===== src/rtl/pc_fetch_ctrl_pkg.sv =====
// pc_fetch_pkg: shared types and constants for the PC fetch controller.
//   state_e     - sequencing FSM states (RUN, RESOLVE, REDIRECT, FLUSH)
//   COND_*      - 4-bit CR16 condition-code encodings
//   FLAG_*      - bit positions inside the {C,L,F,Z,N} flag vector
package pc_fetch_pkg;

  // Explicit encodings keep the state values identical to the legacy constants.
  typedef enum logic [1:0] {
    RUN      = 2'd0,
    RESOLVE  = 2'd1,
    REDIRECT = 2'd2,
    FLUSH    = 2'd3
  } state_e;

  localparam logic [3:0] COND_EQ = 4'b0000;
  localparam logic [3:0] COND_NE = 4'b0001;
  localparam logic [3:0] COND_CS = 4'b0010;
  localparam logic [3:0] COND_CC = 4'b0011;
  localparam logic [3:0] COND_HI = 4'b0100;
  localparam logic [3:0] COND_LS = 4'b0101;
  localparam logic [3:0] COND_GT = 4'b0110;
  localparam logic [3:0] COND_LE = 4'b0111;
  localparam logic [3:0] COND_FS = 4'b1000;
  localparam logic [3:0] COND_FC = 4'b1001;
  localparam logic [3:0] COND_LO = 4'b1010;
  localparam logic [3:0] COND_HS = 4'b1011;
  localparam logic [3:0] COND_LT = 4'b1100;
  localparam logic [3:0] COND_GE = 4'b1101;
  localparam logic [3:0] COND_UC = 4'b1110;
  localparam logic [3:0] COND_NV = 4'b1111;

  localparam int unsigned FLAG_C = 4;
  localparam int unsigned FLAG_L = 3;
  localparam int unsigned FLAG_F = 2;
  localparam int unsigned FLAG_Z = 1;
  localparam int unsigned FLAG_N = 0;

endpackage


===== src/rtl/pc_fetch_ctrl_if.sv =====
// pc_fetch_ctrl_if: decode/flags/imem inputs and PC-control outputs of the
// fetch controller, bundled as one interface.
//   master modport - decode / pipeline side (drives i_*, observes o_*)
//   slave  modport - pc_fetch_ctrl (observes i_*, drives o_*)
interface pc_fetch_ctrl_if #(
  parameter int unsigned OFFSET_WIDTH = 8
);
  logic                    i_dec_valid;
  logic                    i_dec_bcond;
  logic                    i_dec_jump;
  logic [3:0]              i_dec_cond;
  logic [OFFSET_WIDTH-1:0] i_dec_disp;
  logic [4:0]              i_flags;
  logic                    i_flags_valid;
  logic                    i_imem_ready;
  logic                    i_hazard;

  logic                    o_stall;
  logic                    o_bcond;
  logic                    o_jump;
  logic [OFFSET_WIDTH-1:0] o_disp;
  logic                    o_nop;
  logic                    o_busy;
  logic                    o_timeout;

  modport master (
    output i_dec_valid, i_dec_bcond, i_dec_jump, i_dec_cond, i_dec_disp,
           i_flags, i_flags_valid, i_imem_ready, i_hazard,
    input  o_stall, o_bcond, o_jump, o_disp, o_nop, o_busy, o_timeout
  );

  modport slave (
    input  i_dec_valid, i_dec_bcond, i_dec_jump, i_dec_cond, i_dec_disp,
           i_flags, i_flags_valid, i_imem_ready, i_hazard,
    output o_stall, o_bcond, o_jump, o_disp, o_nop, o_busy, o_timeout
  );
endinterface


===== src/rtl/pc_fetch_ctrl_cond_eval.sv =====
// pc_cond_eval: combinational CR16 condition-code resolver.
//   cond_i  - 4-bit condition field
//   flags_i - {C,L,F,Z,N} status flags
//   taken_o - 1 when the condition holds
module pc_cond_eval
  import pc_fetch_pkg::*;
(
  input  logic [3:0] cond_i,
  input  logic [4:0] flags_i,
  output logic       taken_o
);

  logic c, l, f, z, n;

  always_comb begin
    c = flags_i[FLAG_C];
    l = flags_i[FLAG_L];
    f = flags_i[FLAG_F];
    z = flags_i[FLAG_Z];
    n = flags_i[FLAG_N];
    taken_o = 1'b0;
    case (cond_i)
      COND_EQ: taken_o = z;
      COND_NE: taken_o = ~z;
      COND_CS: taken_o = c;
      COND_CC: taken_o = ~c;
      COND_HI: taken_o = l;
      COND_LS: taken_o = ~l;
      COND_GT: taken_o = n;
      COND_LE: taken_o = ~n;
      COND_FS: taken_o = f;
      COND_FC: taken_o = ~f;
      COND_LO: taken_o = ~l & ~z;
      COND_HS: taken_o = l | z;
      COND_LT: taken_o = ~n & ~z;
      COND_GE: taken_o = n | z;
      COND_UC: taken_o = 1'b1;
      default: taken_o = 1'b0;
    endcase
  end

endmodule


===== src/rtl/pc_fetch_ctrl.sv =====
// pc_fetch_ctrl: sequencing controller for the program-counter register.
// Accepts branches from decode, waits for the flags to settle, resolves the
// condition, pulses the PC redirect controls and inserts NOP bubbles.
//   i_sys_clk, i_sys_rstn - clock, asynchronous active-low reset
//   bus (slave)           - decode/flags/imem inputs, PC-control outputs
//   o_perf_taken/bubble   - saturating event counters, present only when
//                           PC_FETCH_CTRL_PERF_EN is defined
module pc_fetch_ctrl
  import pc_fetch_pkg::*;
#(
  parameter int unsigned OFFSET_WIDTH = 8,
  parameter int unsigned FLUSH_SLOTS  = 1,
  parameter int unsigned MAX_WAIT     = 7
) (
  input  logic             i_sys_clk,
  input  logic             i_sys_rstn,
  pc_fetch_ctrl_if.slave   bus
`ifdef PC_FETCH_CTRL_PERF_EN
  ,
  output logic [15:0]      o_perf_taken,
  output logic [15:0]      o_perf_bubble
`endif
);

  localparam logic [3:0] WAIT_LAST  = 4'(MAX_WAIT - 1);
  localparam logic [1:0] FLUSH_INIT = 2'(FLUSH_SLOTS);

  state_e                  state_q, state_d;
  logic [3:0]              wait_q, wait_d;
  logic [1:0]              flush_q, flush_d;
  logic [3:0]              cond_q, cond_d;
  logic                    jump_q, jump_d;
  logic                    taken_q, taken_d;
  logic                    timeout_q, timeout_d;
  logic [OFFSET_WIDTH-1:0] disp_q, disp_d;

  logic cond_taken;
  logic accept;

  pc_cond_eval u_cond_eval (
    .cond_i  (cond_q),
    .flags_i (bus.i_flags),
    .taken_o (cond_taken)
  );

  assign accept = bus.i_dec_valid & (bus.i_dec_bcond | bus.i_dec_jump) &
                  bus.i_imem_ready & ~bus.i_hazard;

  always_comb begin
    state_d   = state_q;
    wait_d    = wait_q;
    flush_d   = flush_q;
    cond_d    = cond_q;
    jump_d    = jump_q;
    taken_d   = taken_q;
    timeout_d = timeout_q;
    disp_d    = disp_q;
    case (state_q)
      RUN: begin
        if (accept) begin
          cond_d  = bus.i_dec_cond;
          // Jcond takes priority when decode flags both types.
          jump_d  = bus.i_dec_jump;
          disp_d  = bus.i_dec_disp;
          wait_d  = '0;
          state_d = RESOLVE;
        end
      end
      RESOLVE: begin
        wait_d = wait_q + 4'd1;
        if (bus.i_flags_valid) begin
          taken_d = cond_taken;
          state_d = REDIRECT;
        end else if (wait_q == WAIT_LAST) begin
          // MAX_WAIT cycles spent here without valid flags: give up, fall through.
          taken_d   = 1'b0;
          timeout_d = 1'b1;
          state_d   = REDIRECT;
        end
      end
      REDIRECT: begin
        if (taken_q) begin
          flush_d = FLUSH_INIT;
          state_d = FLUSH;
        end else begin
          state_d = RUN;
        end
      end
      FLUSH: begin
        if (bus.i_imem_ready) begin
          if (flush_q == 2'd1) state_d = RUN;
          else                 flush_d = flush_q - 2'd1;
        end
      end
      default: state_d = RUN;
    endcase
  end

  always_ff @(posedge i_sys_clk or negedge i_sys_rstn) begin
    if (!i_sys_rstn) begin
      state_q   <= RUN;
      wait_q    <= '0;
      flush_q   <= '0;
      cond_q    <= '0;
      jump_q    <= 1'b0;
      taken_q   <= 1'b0;
      timeout_q <= 1'b0;
      disp_q    <= '0;
    end else begin
      state_q   <= state_d;
      wait_q    <= wait_d;
      flush_q   <= flush_d;
      cond_q    <= cond_d;
      jump_q    <= jump_d;
      taken_q   <= taken_d;
      timeout_q <= timeout_d;
      disp_q    <= disp_d;
    end
  end

  // Outputs decode the registered state; only the RUN and FLUSH stall terms
  // follow the live imem/hazard inputs.
  always_comb begin
    bus.o_stall = 1'b0;
    case (state_q)
      RUN:      bus.o_stall = ~bus.i_imem_ready | bus.i_hazard;
      RESOLVE:  bus.o_stall = 1'b1;
      REDIRECT: bus.o_stall = 1'b0;
      FLUSH:    bus.o_stall = ~bus.i_imem_ready;
      default:  bus.o_stall = 1'b0;
    endcase
  end

  assign bus.o_nop     = (state_q != RUN);
  assign bus.o_busy    = (state_q != RUN);
  assign bus.o_bcond   = (state_q == REDIRECT) & taken_q & ~jump_q;
  assign bus.o_jump    = (state_q == REDIRECT) & taken_q &  jump_q;
  assign bus.o_disp    = disp_q;
  assign bus.o_timeout = timeout_q;

`ifdef PC_FETCH_CTRL_PERF_EN
  logic [15:0] perf_taken_q, perf_bubble_q;

  always_ff @(posedge i_sys_clk or negedge i_sys_rstn) begin
    if (!i_sys_rstn) begin
      perf_taken_q  <= '0;
      perf_bubble_q <= '0;
    end else begin
      if ((state_q == REDIRECT) && taken_q && (perf_taken_q != '1))
        perf_taken_q <= perf_taken_q + 16'd1;
      if ((state_q != RUN) && (perf_bubble_q != '1))
        perf_bubble_q <= perf_bubble_q + 16'd1;
    end
  end

  assign o_perf_taken  = perf_taken_q;
  assign o_perf_bubble = perf_bubble_q;
`endif

endmodule


===== src/flat_wrapper.sv =====
// flat-port wrapper written by rule: the top's interface ports become plain ports
module pc_fetch_ctrl_flat import pc_fetch_pkg::*;
#(
  parameter int unsigned OFFSET_WIDTH = 8,
  parameter int unsigned FLUSH_SLOTS  = 1,
  parameter int unsigned MAX_WAIT     = 7
)
  (i_sys_clk, i_sys_rstn, bus_i_dec_valid, bus_i_dec_bcond, bus_i_dec_jump, bus_i_dec_cond, bus_i_dec_disp, bus_i_flags, bus_i_flags_valid, bus_i_imem_ready, bus_i_hazard, bus_o_stall, bus_o_bcond, bus_o_jump, bus_o_disp, bus_o_nop, bus_o_busy, bus_o_timeout);
  pc_fetch_ctrl_if #(.OFFSET_WIDTH(OFFSET_WIDTH)) bus_i ();
  input  logic i_sys_clk;
  input  logic i_sys_rstn;
  input wire logic [$bits(bus_i.i_dec_valid)-1:0] bus_i_dec_valid;
  input wire logic [$bits(bus_i.i_dec_bcond)-1:0] bus_i_dec_bcond;
  input wire logic [$bits(bus_i.i_dec_jump)-1:0] bus_i_dec_jump;
  input wire logic [$bits(bus_i.i_dec_cond)-1:0] bus_i_dec_cond;
  input wire logic [$bits(bus_i.i_dec_disp)-1:0] bus_i_dec_disp;
  input wire logic [$bits(bus_i.i_flags)-1:0] bus_i_flags;
  input wire logic [$bits(bus_i.i_flags_valid)-1:0] bus_i_flags_valid;
  input wire logic [$bits(bus_i.i_imem_ready)-1:0] bus_i_imem_ready;
  input wire logic [$bits(bus_i.i_hazard)-1:0] bus_i_hazard;
  output wire logic [$bits(bus_i.o_stall)-1:0] bus_o_stall;
  output wire logic [$bits(bus_i.o_bcond)-1:0] bus_o_bcond;
  output wire logic [$bits(bus_i.o_jump)-1:0] bus_o_jump;
  output wire logic [$bits(bus_i.o_disp)-1:0] bus_o_disp;
  output wire logic [$bits(bus_i.o_nop)-1:0] bus_o_nop;
  output wire logic [$bits(bus_i.o_busy)-1:0] bus_o_busy;
  output wire logic [$bits(bus_i.o_timeout)-1:0] bus_o_timeout;
  assign bus_i.i_dec_valid = bus_i_dec_valid;
  assign bus_i.i_dec_bcond = bus_i_dec_bcond;
  assign bus_i.i_dec_jump = bus_i_dec_jump;
  assign bus_i.i_dec_cond = bus_i_dec_cond;
  assign bus_i.i_dec_disp = bus_i_dec_disp;
  assign bus_i.i_flags = bus_i_flags;
  assign bus_i.i_flags_valid = bus_i_flags_valid;
  assign bus_i.i_imem_ready = bus_i_imem_ready;
  assign bus_i.i_hazard = bus_i_hazard;
  assign bus_o_stall = bus_i.o_stall;
  assign bus_o_bcond = bus_i.o_bcond;
  assign bus_o_jump = bus_i.o_jump;
  assign bus_o_disp = bus_i.o_disp;
  assign bus_o_nop = bus_i.o_nop;
  assign bus_o_busy = bus_i.o_busy;
  assign bus_o_timeout = bus_i.o_timeout;
  pc_fetch_ctrl #(.OFFSET_WIDTH(OFFSET_WIDTH), .FLUSH_SLOTS(FLUSH_SLOTS), .MAX_WAIT(MAX_WAIT)) u_core (.i_sys_clk(i_sys_clk), .i_sys_rstn(i_sys_rstn), .bus(bus_i));
endmodule

===== config.mk =====
export PLATFORM = sky130hd
export DESIGN_NAME = pc_fetch_ctrl_flat
export DESIGN_NICKNAME = d
export VERILOG_FILES = /design/src/rtl/pc_fetch_ctrl_pkg.sv /design/src/rtl/pc_fetch_ctrl_if.sv /design/src/rtl/pc_fetch_ctrl_cond_eval.sv /design/src/rtl/pc_fetch_ctrl.sv /design/src/flat_wrapper.sv
export SDC_FILE = /design/constraint.sdc
export NUM_CORES = 1
export LEC_CHECK = 0
export ABC_AREA = 1
export ABC_CLOCK_PERIOD_IN_PS = 2300
export CAP_MARGIN = 20
export CORE_ASPECT_RATIO = 0.6
export CORE_UTILIZATION = 40
export CTS_BUF_LIST = sky130_fd_sc_hd__clkbuf_16
export DETAILED_ROUTE_END_ITERATION = 16
export PLACE_DENSITY = 0.68
export RECOVER_POWER = 100
export SETUP_SLACK_MARGIN = 0.1
export SYNTH_ARGS = -nofsm -noshare
export SYNTH_HDL_FRONTEND = slang
export SYNTH_SLANG_ARGS = --single-unit

===== constraint.sdc =====
create_clock -name i_sys_clk -period 2.3 [get_ports i_sys_clk]
set_input_delay 0.46 -clock i_sys_clk [delete_from_list [all_inputs] [get_ports i_sys_clk]]
set_output_delay 0.46 -clock i_sys_clk [all_outputs]
set_load 0.02 [all_outputs]

==> summary.txt, run 1 <==
Final layout
  – Area of the multi-input gates: 589 µm²
  – Final Net Count: 247
  – Util after Layout: 60.4%
  – Fraction of final layout cells sized beyond drive strength 1: 5.96%
  – Number of fill cells in the layout: 276
  – Register Area: 576 µm²
  – Syn-to-layout area delta: 39.6%
  – Finished Layout Cells: 260
  – Inserted Diodes: 0

Floorplan
  – Core Rows: 15
  – Die Y-Extent: 45.9 µm
  – Initial Utilization: 43.2%
  – Die area: 3440 µm²
  – Die Span X: 75.1 µm
  – I/O Pins: 39
  – Core Region: 2970 µm²

Global route
  – Initial antenna violation count: 0
  – Largest net degree at the start of global routing: 24
  – Vias in the first global route: 1151
  – First-pass GRT wire length: 4860 µm
  – Gr usage total: 19.2%
  – Overflow left after global routing: 0

Setup path
  – Crit path kind: in -> out
  – Setup crit start: bus_i_imem_ready
  – Worst-path fanout max: 3
  – Setup crit end kind: output pin
  – Worst path required time: 1840 ps
  – Worst path arrival time: 1690 ps
  – R2r startpoint: u_core.state_q[0]
  – Crit start category: input port

Worst hold path
  – HP Start: u_core.bus.o_disp[1]
  – Min-Delay Path Class: reg -> reg

Clocking
  – CTS tree: yes
  – Setup Buffers After CTS: 0
  – Htree depth: 1
  – Clk_lat worst skew: 250 ps
  – Maximum root-to-sink buffer count: 2
  – Sink Count: 23
  – Post-cts hold buffer count: 0
  – Cts bufs inserted: 3
  – CTS resizes: 2
  – Clk slew on worst S/H paths: 60 ps
  – Root buffer cell: clkbuf_16

STA
  – Final worst-path cycle share: 93.7%
  – Final hold violation count: 0
  – Final setup viols: 0
  – Measured slew at the worst slew-check pin: 1210 ps
  – Peak Freq: 0.464 GHz
  – Skew final: 1.05 ps
  – Max-slew violation count: 0
  – RSZ-0062 raised after global routing: no
  – Rel. slew slack: 19.6%
  – Post-route minimum period: 2150 ps

Yosys
  – Syn nets: 204
  – Synth Warn #: 0
  – Mean Syn Cell Area: 7.29 µm²
  – Post-synth top area share: 44.9%
  – Register area share after synthesis: 44.9%
  – Number of library cell types mapped by synthesis: 23
  – Post-Synthesis Cells: 176
  – Dominant cells by area after synthesis: dfrtp_1 45%, nand2_1 18%, inv_1 5.9%
  – Post-Syn Area: 1280 µm²
  – Biggest area consumer among synthesized cells: dfrtp_1
  – Number of synthesized register bits: 23

Placement
  – Post-DP HPWL: 2250 µm
  – Placed cells: 256
  – I/O Buffers: 38
  – GPL Wtd Cong: 0.965

Run status
  – Status: finished clean

Run
  – MaxCap Viol Count: 0

Routing
  – 1st-pass router iterations: 4
  – # DRC: 0
  – Via/cell ratio: 4.78
  – Final WL: 2860 µm
  – Wire per inst: 11.0 µm
  – Antenna Nets Post-Route: 0
  – Initial DRC Count: 141
  – Via count: 1242

Power and ir drop
  – Cell Pwr Density: 1190 nW/µm²
  – Peak VDD IR: 0.000734 V
  – Static Leak: 0.914 nW
-- metal layers --
layer / global-route usage [%] / part of all wire, % / up-vias
met4: 2.64 / 0.28 / 0
li1: - / - / 645
met2: 31.0 / 46 / 40
met3: 6.64 / 6.8 / 2
met1: 25.6 / 47 / 555
met5: 0 / 0 / -
-- flip-flops by register name (all words and copies together), names as in the netlist --
name,flops
u_core.jump_q,1
u_core.cond_q,4
u_core.taken_q,1
u_core.wait_q,4
u_core.bus.o_disp,8
u_core.state_q,2
u_core.flush_q,2
u_core.bus.o_timeout,1
-- cells by family (layout without fill, tap and decap cells) --
kind of cell	count (synthesis)	after routing	synth area share, %
buf+inv	27	69	8.58
flops	23	23	44.9
simple gates	98	98	31.4
fa+ha+maj	3	3	2.93
xor+xnor	2	2	1.37
compound gates	23	23	10.8
-- layout by cell type, fill, tap and decap left out, drive strengths merged --
cell type	instances
a21oi	3
nor2	16
inv	24
a22oi	1
dlygate4sd3	15
a31oi	1
dfrtp	23
a31o	2
nand2	64
clkdlybuf4s50	20
nor3	3
xnor2	1
xor2	1
clkinv	1
buf	2
o21a	1
o21ai	13
o211ai	1
a211oi	1
clkbuf	5
nand3	15
dlygate4sd2	2
ha	3
-- final cells by class --
class / instances / share of cell area (%)
flip-flops and latches: 23 / 32.1
well taps: 42 / 2.94
inverters: 24 / 5.03
clock inverters: 1 / 0.280
clock buffers: 3 / 4.19
multi-input cells: 126 / 32.9
repair buffers: 41 / 22.5
-- synth_stat cells --
| library cell | instances |
|---|---|
| nor2_4 | 1 |
| nand3_1 | 15 |
| nand2_1 | 63 |
| o211ai_1 | 1 |
| a31o_2 | 2 |
| buf_2 | 1 |
| xor2_1 | 1 |
| inv_2 | 4 |
| a21oi_1 | 3 |
| o21a_1 | 1 |
| nor2_1 | 14 |
| a211oi_1 | 1 |
| a31oi_1 | 1 |
| ha_1 | 3 |
| nor2_2 | 1 |
| buf_4 | 2 |
| inv_1 | 20 |
| xnor2_1 | 1 |
| nand2_2 | 1 |
| dfrtp_1 | 23 |
| a22oi_2 | 1 |
| o21ai_0 | 13 |
| nor3_1 | 3 |
-- power by group --
| part | internal [mW] | switching, mW | total (mW) |
|---|---|---|---|
| sequential | 0.587 | 0.162 | 0.748 |
| clock | 0.233 | 0.136 | 0.369 |
| combinational | 0.411 | 0.594 | 1.00 |
| total | 1.23 | 0.891 | 2.12 |
-- stage by stage --
step / power [mW] / hold WS (ps) / setup WS, ps / TNS, ps / cell area, µm²
final: 2.12 / 465 / 145 / 0 / 1790
after global routing: 2.30 / 489 / 110 / 0 / 1790
after CTS: 2.19 / 472 / 107 / 0 / 1810
after detailed placement: 1.82 / 459 / -2.91 / -2.91 / 1730
after global placement: 1.78 / 454 / 55.7 / 0 / 1730
after floorplan: 1.40 / 164 / 935 / 0 / 1280
-- path summary, 6_finish.rpt --
check / endpoint / slack [ps] / depth (start not counted)
min reg2reg: u_core.bus.o_disp[1] / 470 / 2
max in group asynchronous: u_core.cond_q[2] / 610 / 2
max: bus_o_stall / 150 / 5
min in group asynchronous: u_core.wait_q[2] / 970 / 2
min: u_core.bus.o_disp[1] / 470 / 2
max reg2reg: u_core.wait_q[2] / 860 / 7
-- critical path, stage by stage --
cell,delay (ps)
dlygate4sd3_1,570
inv_1,60
o21ai_0,160
o211ai_1,100
dlygate4sd2_1,340
Note: power is estimated with default switching activity, not from simulation.
==> inputs of run 2 (changes only) <==
--- a/config.mk
+++ b/config.mk
@@ -11,6 +11,7 @@
 export CORE_ASPECT_RATIO = 0.6
 export CORE_UTILIZATION = 40
 export CTS_BUF_LIST = sky130_fd_sc_hd__clkbuf_16
+export CTS_CLUSTER_SIZE = 28
 export DETAILED_ROUTE_END_ITERATION = 16
 export PLACE_DENSITY = 0.68
 export RECOVER_POWER = 100
==> results of run 2 <==
Final layout, timing and power as in run 1 (identical DEF).
